**config.mk**
```make
export PLATFORM = sky130hd
export DESIGN_NAME = param_cam
export DESIGN_NICKNAME = d
export VERILOG_FILES = /design/src/rtl/param_cam.sv
export SDC_FILE = /design/constraint.sdc
export NUM_CORES = 1
export LEC_CHECK = 0
export BUFFER_PORTS_ARGS = -buffer_cell sky130_fd_sc_hd__buf_2
export CAP_MARGIN = 40
export CORE_UTILIZATION = 27
export CTS_BUF_LIST = sky130_fd_sc_hd__clkbuf_2
export DETAILED_ROUTE_END_ITERATION = 8
export PLACE_DENSITY_LB_ADDON = 0.3
export REMOVE_ABC_BUFFERS = 1
export SYNTH_ARGS = -nofsm -noshare
export SYNTH_HDL_FRONTEND = slang
export SYNTH_SLANG_ARGS = --single-unit
```
**constraint.sdc**
```tcl
create_clock -name clk -period 2.6 [get_ports clk]
set_clock_uncertainty 0.05 [all_clocks]
set_input_delay 0.26 -clock clk [delete_from_list [all_inputs] [get_ports clk]]
set_output_delay 0.26 -clock clk [all_outputs]
set_load 0.01 [all_outputs]
```
**src/rtl/param_cam.sv**
```systemverilog
// Parametrised CAM: write/invalidate by address, search by content, highest index wins.
// Optional multi-hit flag output enabled by defining CAM_MULTI_HIT_EN.
module param_cam #(
  parameter int DATA_W = 8,
  parameter int DEPTH  = 16,
  parameter int ADDR_W = $clog2(DEPTH)
) (
  input  logic              clk,
  input  logic              rst,
  input  logic              wen,
  input  logic              ren,
  input  logic              inv,
  input  logic [DATA_W-1:0] din,
  input  logic [ADDR_W-1:0] addr,
  output logic [ADDR_W-1:0] dout,
  output logic              hit,
  output logic [ADDR_W:0]   count,
  output logic              full
`ifdef CAM_MULTI_HIT_EN
  ,
  output logic              multi_hit
`endif
);

  localparam logic [ADDR_W:0] DEPTH_L = (ADDR_W+1)'(DEPTH);

  logic [DATA_W-1:0] mem [DEPTH];
  logic [DEPTH-1:0]  valid;

  logic              in_range;
  logic              do_wr;
  logic              do_inv;
  logic              cur_valid;
  logic [ADDR_W-1:0] match_idx;
  logic              match_any;
`ifdef CAM_MULTI_HIT_EN
  logic              match_multi;
`endif

  assign in_range  = {1'b0, addr} < DEPTH_L;
  assign do_inv    = !ren && inv && in_range;
  assign do_wr     = !ren && !inv && wen && in_range;
  assign cur_valid = in_range ? valid[addr] : 1'b0;
  assign full      = (count == DEPTH_L);

  // Priority match: scanning upward so the highest valid matching index sticks.
  always_comb begin
    match_idx = '0;
    match_any = 1'b0;
`ifdef CAM_MULTI_HIT_EN
    match_multi = 1'b0;
`endif
    for (int i = 0; i < DEPTH; i++) begin
      if (valid[i] && (mem[i] == din)) begin
`ifdef CAM_MULTI_HIT_EN
        match_multi = match_multi | match_any;
`endif
        match_any = 1'b1;
        match_idx = ADDR_W'(i);
      end
    end
  end

  // Stored words carry no reset; only the valid bits define contents.
  always_ff @(posedge clk) begin
    if (do_wr) mem[addr] <= din;
  end

  // Valid bits and occupancy track writes into empty slots and invalidates of live ones.
  always_ff @(posedge clk or posedge rst) begin
    if (rst) begin
      valid <= '0;
      count <= '0;
    end else if (do_wr) begin
      valid[addr] <= 1'b1;
      if (!cur_valid) count <= count + 1'b1;
    end else if (do_inv) begin
      valid[addr] <= 1'b0;
      if (cur_valid) count <= count - 1'b1;
    end
  end

  // Search result registers, updated only by searches and held otherwise.
  always_ff @(posedge clk or posedge rst) begin
    if (rst) begin
      dout <= '0;
      hit  <= 1'b0;
`ifdef CAM_MULTI_HIT_EN
      multi_hit <= 1'b0;
`endif
    end else if (ren) begin
      dout <= match_idx;
      hit  <= match_any;
`ifdef CAM_MULTI_HIT_EN
      multi_hit <= match_multi;
`endif
    end
  end

endmodule

```
Word level (Yosys, flattened, before mapping)
Memories as Yosys holds them, arrays and structs flattened.
Index checks and enable logic that the tools add are counted.
{ "totals": {"register_bits": 26, "ramBits": 128, "in_bits": 17, "word_cells": 98, "mem_count": 1} }
{ "classes": {"addsub": 2, "order_cmp": 2, "n_eq_ne": 18, "n_mux": 43, "n_bitwise": 3, "n_reduce_logical": 25} }
{ "memory_table": {"columns": ["memory", "depth", "width", "read_ports", "rd_clocked_by_memory_dff", "write_ports", "line_no", "rtl"], "rows": [
  ["mem", 16, 8, 16, 0, 1, "27", "logic [DATA_W-1:0] mem [DEPTH];"]
]} }
{ "ops": {"columns": ["cell", "count"], "rows": [
  ["8-bit == test", 16],
  ["4-bit two-way mux", 13],
  ["16-bit two-way mux", 2],
  ["1-bit two-way mux", 21],
  ["1-bit logical AND", 20],
  ["5-bit two-way mux", 4],
  ["16-bit bitwise AND", 1],
  ["16-bit NOT", 1],
  ["16-bit OR", 1],
  ["5-bit by 1-bit adder with 5-bit output, second input constant", 1],
  ["5-bit == test, second input constant", 1],
  ["4-bit by 5-bit < comparator with 1-bit output, second input constant", 1],
  ["5-bit by 1-bit subtractor with 5-bit output, second input constant", 1],
  ["1-bit binary-select mux with 4-bit select", 1],
  ["1-bit demux with 4-bit select", 1],
  ["4-bit by 1-bit greater-or-equal comparator with 1-bit output, second input constant", 1],
  ["2-bit nonzero test", 2],
  ["3-bit AND reduction", 1],
  ["1-bit zero test", 2],
  ["2-bit two-way mux", 1],
  ["2-bit inequality test, second input constant", 1]
]} }

Logic depth before layout (Yosys ltp)
Gate-level depths: netlist of run 1.
An unclocked memory read counts as a cell.
{ "logic_depth": {"ltp_word": 19, "depth_mapped": 9} }

Worst setup path before layout of run 1
No wires, ideal clock.
{ "synth_timing": {"path_kind": "in2reg", "from": "input addr[0]", "to": "register count[1]", "setup_time_ps": 125, "arrival_ps": 1951, "t_required_ps": 2425, "slack_ps": 475, "path_stages": 5, "path_buffers": 1, "path_cell_list": "buf_6 mux4_2 mux4_2 a21oi_2 mux2_2"} }
{ "synth_via": {"elab_chain_len": 4, "elab_cells_between_ends": 5} }
{ "synth_rtl": {"columns": ["element", "line_no", "rtl"], "rows": [
  ["start, declared", "14", "input logic [ADDR_W-1:0] addr,"],
  ["1-bit binary-select mux with 4-bit select *", "43", "assign cur_valid = in_range ? valid[addr] : 1'b0;"],
  ["1-bit two-way mux (implied by the code) *", "43", null],
  ["2-bit inequality test (no line) / 2-bit nonzero test (equally long branches)", null, null],
  ["3-bit AND reduction (no line) *", null, null],
  ["end signal, assigned", "76", "if (!cur_valid) count <= count + 1'b1;"],
  ["end signal, assigned", "79", "if (cur_valid) count <= count - 1'b1;"],
  ["end, declared", "17", "output logic [ADDR_W:0] count,"]
]} }
Mark *: on every way between the ends. The rest lies on a longest branch, timed or not. The select of a mux whose other input is x is not followed.
A chain may end at the register's enable or synchronous reset.

==> metrics.md, run 1 <==
| Metric | Value |
|---|---|
| H-tree Lvls | `4` |
| Iter 0 DRT Violations | `320` |
| Max cap viols | `0` |
| CTS root buf | `clkbuf_2` |
| Share of post-route cells with drive strength above 1 | `17.09%` |
| Hold Path Stages | `5` |
| CTS tree | `yes` |
| Slew HR | `55.81%` |
| Period minus WS final | `2.208 ns` |
| Final #Nets | `605` |
| CTS Buffer Depth | `2` |
| Initial core utilization | `27.41%` |
| DPL Wire Length | `10,720 um` |
| Drt first pass iters | `5` |
| Boundary Pins | `28` |
| RSZ-0062 raised after global routing | `no` |
| Die H | `161.7 um` |
| GRT Total Usage | `12.51%` |
| Syn avg cell area | `13.71 um^2` |
| Core area | `25,110 um^2` |
| FF-to-FF End | `count[4]$_DFFE_PP0P_` |
| Yosys reg bits | `154` |
| Most used DFF post-synth | `edfxtp_1` |
| Required @ worst endpoint | `3.20 ns` |
| Vias in the first global route | `4,228` |
| P per Cell Area | `604.8 nW/um^2` |
| Post-synthesis cell type count | `38` |
| Buffers on Ports | `27` |
| EDFF count, synth | `128` |
| Routed WL per cell | `16.36 um` |
| Die Footprint | `26,130 um^2` |
| Crit Path Max Fanout | `4` |
| VDD IR-drop max | `0.2998 mV` |
| Routed wire length | `15,170 um` |
| R2R setup slack | `0.39 ns` |
| CTS resizes | `0` |
| Setup TNS | `0 ns` |
| Post-synth top cells | `edfxtp_1 (128), xnor2_1 (78), xor2_1 (53)` |
| Tot Pwr | `4.873 mW` |
| Row count | `58` |
| Initial antenna violation count | `0` |
| Area grow syn2layout | `17.07%` |
| GRT overflow | `0` |
| Top-count cell post-synth | `edfxtp_1` |
| Post-Syn Instances | `502` |
| CP endpoint | `count[4]$_DFFE_PP0P_` |
| Clock sink total | `154` |
| Clock-pin slew on the worst setup and hold paths | `0.21 ns` |
| Leak | `2.765 nW` |
| Vias/cell | `4.441` |
| DRC | `0` |
| Global-route wire length before repair | `24,510 um` |
| Tcrit/Tclk final | `84.91%` |
| Post-route ant nets | `0` |
| Crit start category | `register` |
| Sequential element share of the synthesized area | `65.30%` |
| Num CTS Buffers | `17` |
| Antenna diode count | `0` |
| Max-slew violation count | `0` |
| Leading area contributor after synthesis | `edfxtp_1` |
| Top area cells in the synthesized netlist | `edfxtp_1 (56%), xnor2_1 (9.9%), dfrtp_1 (9.5%)` |
| Worst skew pair latency | `0.70 ns` |
| Status | `finished clean` |
| Post-synth ARST share | `16.88%` |
| CP endpoint kind | `register` |
| Achievable frequency | `0.4530 GHz` |
| Synthesized cell area | `6883 um^2` |
| Share of the synthesized area in the top cell type | `55.84%` |
| Min-delay worst type | `input port to register` |
| Routed via count | `4,117` |
| Kind of critical path | `register to register` |
| Worst Path Arrival | `2.81 ns` |
| Worst slew pin tran | `0.6603 ns` |
| Final GP Congestion | `0.8245` |
| Synth warn | `0` |
| Largest net degree at the start of global routing | `33` |
| Hold Vio Cnt, Final | `0` |
| Setup violators final | `0` |
| Die Wd | `161.7 um` |
| R2R depth | `5` |
-- cell usage in the layout (no fill, tap or decap), drive strengths merged, types with 2 or more instances in the layout --
master	Yosys	layout
clkinv	0	10
xnor2	78	78
edfxtp	128	128
nor2	35	35
nand3	13	13
nand2	17	17
buf	9	67
ha	3	3
a31oi	5	5
dlygate4sd3	0	16
bufinv	0	2
xor2	53	53
clkbuf	11	18
nand4	14	14
nor3	21	21
and2	2	2
mux4	5	5
clkinvlp	0	2
a21oi	35	35
dfrtp	26	26
a21o	3	3
nand2b	6	6
o21ai	4	4
inv	4	4
or3	3	3
nor2b	3	3
nor4	12	12
-- how the worst min path moves through the flow --
stage               from                    endpoint  slack [ns]
CTS                  wen                    register        0.01
global route         wen                    register        0.06
finish               wen                    register        0.11
global placement     rst        count[0]$_DFFE_PP0P_        0.28
floorplan            rst  asynchronous set/reset pin        0.25
detailed placement   rst        count[0]$_DFFE_PP0P_        0.30
-- routing by layer --
metal / GRT usage, % / up-vias / wire length, um
met5: 0 / - / 0
met4: 4.674 / 0 / 246
met3: 2.911 / 16 / 553
met2: 19.73 / 86 / 7093
met1: 16.73 / 2034 / 7271
li1: - / 1981 / -
-- repair_timing --
item | in CTS | in global routing
hold buffers | 16 | 0
hold endpoints to repair | 98 | 0
setup endpoints to repair | 0 | 0
setup buffers | 0 | 0
-- power breakdown --
group / switching [mW] / internal, mW / total [mW] / leakage, nW
clock network: 0.829 / 0.429 / 1.26 / 0.134
registers: 0.120 / 2.79 / 2.91 / 1.47
logic: 0.373 / 0.334 / 0.707 / 1.16
-- cell families (layout without fill, tap and decap cells) --
logic type / after synthesis / count (layout) / share of synthesized area, %
buf+inv: 24 / 119 / 1.563
flops: 154 / 154 / 65.30
xor+xnor: 131 / 131 / 16.67
simple gates: 130 / 130 / 9.344
fa+ha+maj: 4 / 4 / 0.8363
mux: 6 / 6 / 1.909
compound gates: 53 / 53 / 4.381
-- area by class of cell --
cell class / instances / area, um^2
Clock buffer: 18 / 90.09
Inverter: 4 / 15.01
Multi-Input combinational cell: 324 / 2281
Tap cell: 330 / 412.9
Timing Repair Buffer: 83 / 633.1
Fill cell: 2544 / 17050
Sequential cell: 154 / 4494
Clock inverter: 14 / 131.4
-- per-stage QoR --
stage / hold WS [ns] / cells / area, um^2 / setup WS (ns) / utilization (%)
detailed placement: 0.2990 / 879 / 7676 / 0.2589 / 30.57
floorplan: 0.2500 / 482 / 6790 / 0.4847 / -
finish: 0.1139 / 927 / 8058 / 0.3924 / 32.09
CTS: 0.01026 / 927 / 8058 / 0.3906 / 32.09
global route: 0.06346 / 927 / 8058 / 0.2991 / 32.09
global placement: 0.2812 / 879 / 7676 / 0.2723 / 30.57
-- worst max-delay path, stage by stage, from the launching register on --
cell     delay [ns]
dfrtp_1        0.47
mux4_1         0.52
mux4_2         0.52
or3_1          0.38
a21o_1         0.18
nand2_1        0.05
No activity file was read; power rests on OpenSTA's default activity.
==> run 2, diff against run 1 <==
==> constraint.sdc (replaced) <==
create_clock -name clk -period 2.2 [get_ports clk]
set_clock_uncertainty 0.05 [all_clocks]
set_input_delay 0.22 -clock clk [delete_from_list [all_inputs] [get_ports clk]]
set_output_delay 0.22 -clock clk [all_outputs]
set_load 0.01 [all_outputs]
==> metrics.md, run 2 (same netlist as run 1, synthesis figures left out) <==
| Metric | Value |
|---|---|
| Most frequent cells in the layout | `edfxtp_1 (128), xnor2_1 (78), buf_4 (66) (was edfxtp_1 (128), xnor2_1 (78), xor2_1 (53))` |
| GRT Total Usage | `13.16% (was 12.51%)` |
| Fin cells | `963 (was 927)` |
| Die Wd | `161.7 um (unchanged)` |
| H-tree Lvls | `4 (unchanged)` |
| Final #Nets | `641 (was 605)` |
| Status | `finished clean (unchanged)` |
| Vias in the first global route | `4,442 (was 4,228)` |
| Clock-pin slew on the worst setup and hold paths | `0.21 ns (about the same)` |
| CTS tree | `yes (unchanged)` |
| Kind of critical path | `register to register (unchanged)` |
| Slew HR | `66.65% (was 55.81%)` |
| Antenna diode count | `0 (unchanged)` |
| Largest net degree at the start of global routing | `27 (was 33)` |
| Area grow syn2layout | `21.51% (was 17.07%)` |
| Drt first pass iters | `4 (was 5)` |
| Clock sink total | `154 (unchanged)` |
| Buffers on Ports | `27 (unchanged)` |
| P per Cell Area | `692.4 nW/um^2 (was 604.8 nW/um^2)` |
| Global-route wire length before repair | `25,510 um (was 24,510 um)` |
| Period minus WS final | `2.158 ns (was 2.208 ns)` |
| Achievable frequency | `0.4634 GHz (was 0.4530 GHz)` |
| Placed Cells incl. Taps | `902 (was 879)` |
| DRC | `0 (unchanged)` |
| Setup violators final | `0 (unchanged)` |
| Worst slew pin tran | `0.4984 ns (was 0.6603 ns)` |
| Post-route ant nets | `0 (unchanged)` |
| Final GP Congestion | `0.7856 (was 0.8245)` |
| Routed wire length | `16,430 um (was 15,170 um)` |
| VDD IR-drop max | `0.4024 mV (was 0.2998 mV)` |
| Worst Path Arrival | `2.80 ns (was 2.81 ns)` |
| Routed WL per cell | `17.07 um (was 16.36 um)` |
| Die Footprint | `26,130 um^2 (unchanged)` |
| Leak | `2.942 nW (was 2.765 nW)` |
| Required @ worst endpoint | `2.84 ns (was 3.20 ns)` |
| Most common cell after layout, fill and taps aside | `edfxtp_1 (unchanged)` |
| Final Util | `33.31% (was 32.09%)` |
| Num CTS Buffers | `17 (unchanged)` |
| Max-slew violation count | `0 (unchanged)` |
| Crit Path Max Fanout | `4 (unchanged)` |
| Worst skew pair latency | `0.74 ns (was 0.70 ns)` |
| Row count | `58 (unchanged)` |
| CTS Buffer Depth | `2 (unchanged)` |
| CP endpoint kind | `register (unchanged)` |
| Hold Vio Cnt, Final | `0 (unchanged)` |
| Setup ws final | `0.04215 ns (was 0.3924 ns)` |
| GRT overflow | `0 (unchanged)` |
| Pre-CTS setup slack | `-0.06198 ns (was 0.2589 ns)` |
| Boundary Pins | `28 (unchanged)` |
| Die H | `161.7 um (unchanged)` |
| Vias/cell | `4.532 (was 4.441)` |
| Final hold slack | `0.1034 ns (was 0.1139 ns)` |
| Initial core utilization | `27.41% (unchanged)` |
| Crit start category | `register (unchanged)` |
| Iter 0 DRT Violations | `227 (was 320)` |
| Core area | `25,110 um^2 (unchanged)` |
| CTS root buf | `clkbuf_2 (unchanged)` |
| Tcrit/Tclk final | `98.08% (was 84.91%)` |
| Max cap viols | `0 (unchanged)` |
| Min-delay worst type | `input port to register (unchanged)` |
| Tot Pwr | `5.790 mW (was 4.873 mW)` |
| Share of post-route cells with drive strength above 1 | `21.48% (was 17.09%)` |
| DPL Wire Length | `11,740 um (was 10,720 um)` |
| Routed via count | `4,364 (was 4,117)` |
| Initial antenna violation count | `0 (unchanged)` |
[run 2: changes by cell type in the layout (fill, tap and decap cells not counted), moves of 2 or more]
cell	previous run	this run
clkinv_2	3	1
clkbuf_2	18	21
buf_4	37	66
clkinv_4	3	1
nor3_1	21	19
nor3_4	0	2
dlygate4sd3_1	16	22
[run 2: what timing repair did]
item                                    4_1_cts  5_1_grt
hold endpoints to repair                    151        0
resized for setup                             0        8
hold buffers                                 22        0
setup buffers                                 0        7
endpoints found under the setup margin        0        8
[run 2: where the power goes]
group | switching, mW | internal, mW | total [mW]
sequential | 0.122 | 3.30 | 3.42
clock | 0.969 | 0.405 | 1.37
combinational | 0.508 | 0.491 | 0.999
[run 2: per-layer routing]
layer  GRT usage [%]  part of all wire (%)  up-vias
met5               0                     0        -
met4           5.103                   2.0        0
met3           2.809                   3.8       26
met2           20.75                    47       88
met1           17.70                    47     2197
li1                -                     -     2053
[run 2: final timing paths]
path	startpoint	endpoint	slack [ns]	depth (start not counted)
worst max-delay path	register	count[4]$_DFFE_PP0P_	0.04	5
worst min-delay path	addr[0]	register	0.10	5
worst max register to register	register	count[4]$_DFFE_PP0P_	0.04	5
worst min register to register	dout[1]$_DFFE_PP0P_	dout[1]$_DFFE_PP0P_	0.52	2
max in group asynchronous	rst	dout[1]$_DFFE_PP0P_	1.27	5
min in group asynchronous	rst	count[1]$_DFFE_PP0P_	0.55	5
[run 2: stage by stage]
stage           TNS [ns]  instance area [um^2]
2_1_floorplan          0                  6790
3_3_place_gp    -0.01095                  7861
3_5_place_dp    -0.07089                  7861
4_1_cts                0                  8272
5_1_grt        -0.002935                  8363
6_report               0                  8363
[run 2: critical path, cell delays in order, from the launching register on]
cell and delay (ns):
dfrtp_1 0.44, mux4_1 0.52, mux4_2 0.52, or3_4 0.35, a21o_1 0.19, nand2_1 0.06
[run 2: area by class of cell]
| type | count | area (um^2) |
|---|---|---|
| clock buffer | 21 | 105.1 |
| multi-input combinational | 324 | 2318 |
| tap | 330 | 412.9 |
| clock inverter | 11 | 85.08 |
| inverter | 4 | 15.01 |
| timing repair buffer | 119 | 930.9 |
| sequential | 154 | 4496 |
| fill | 2532 | 16750 |
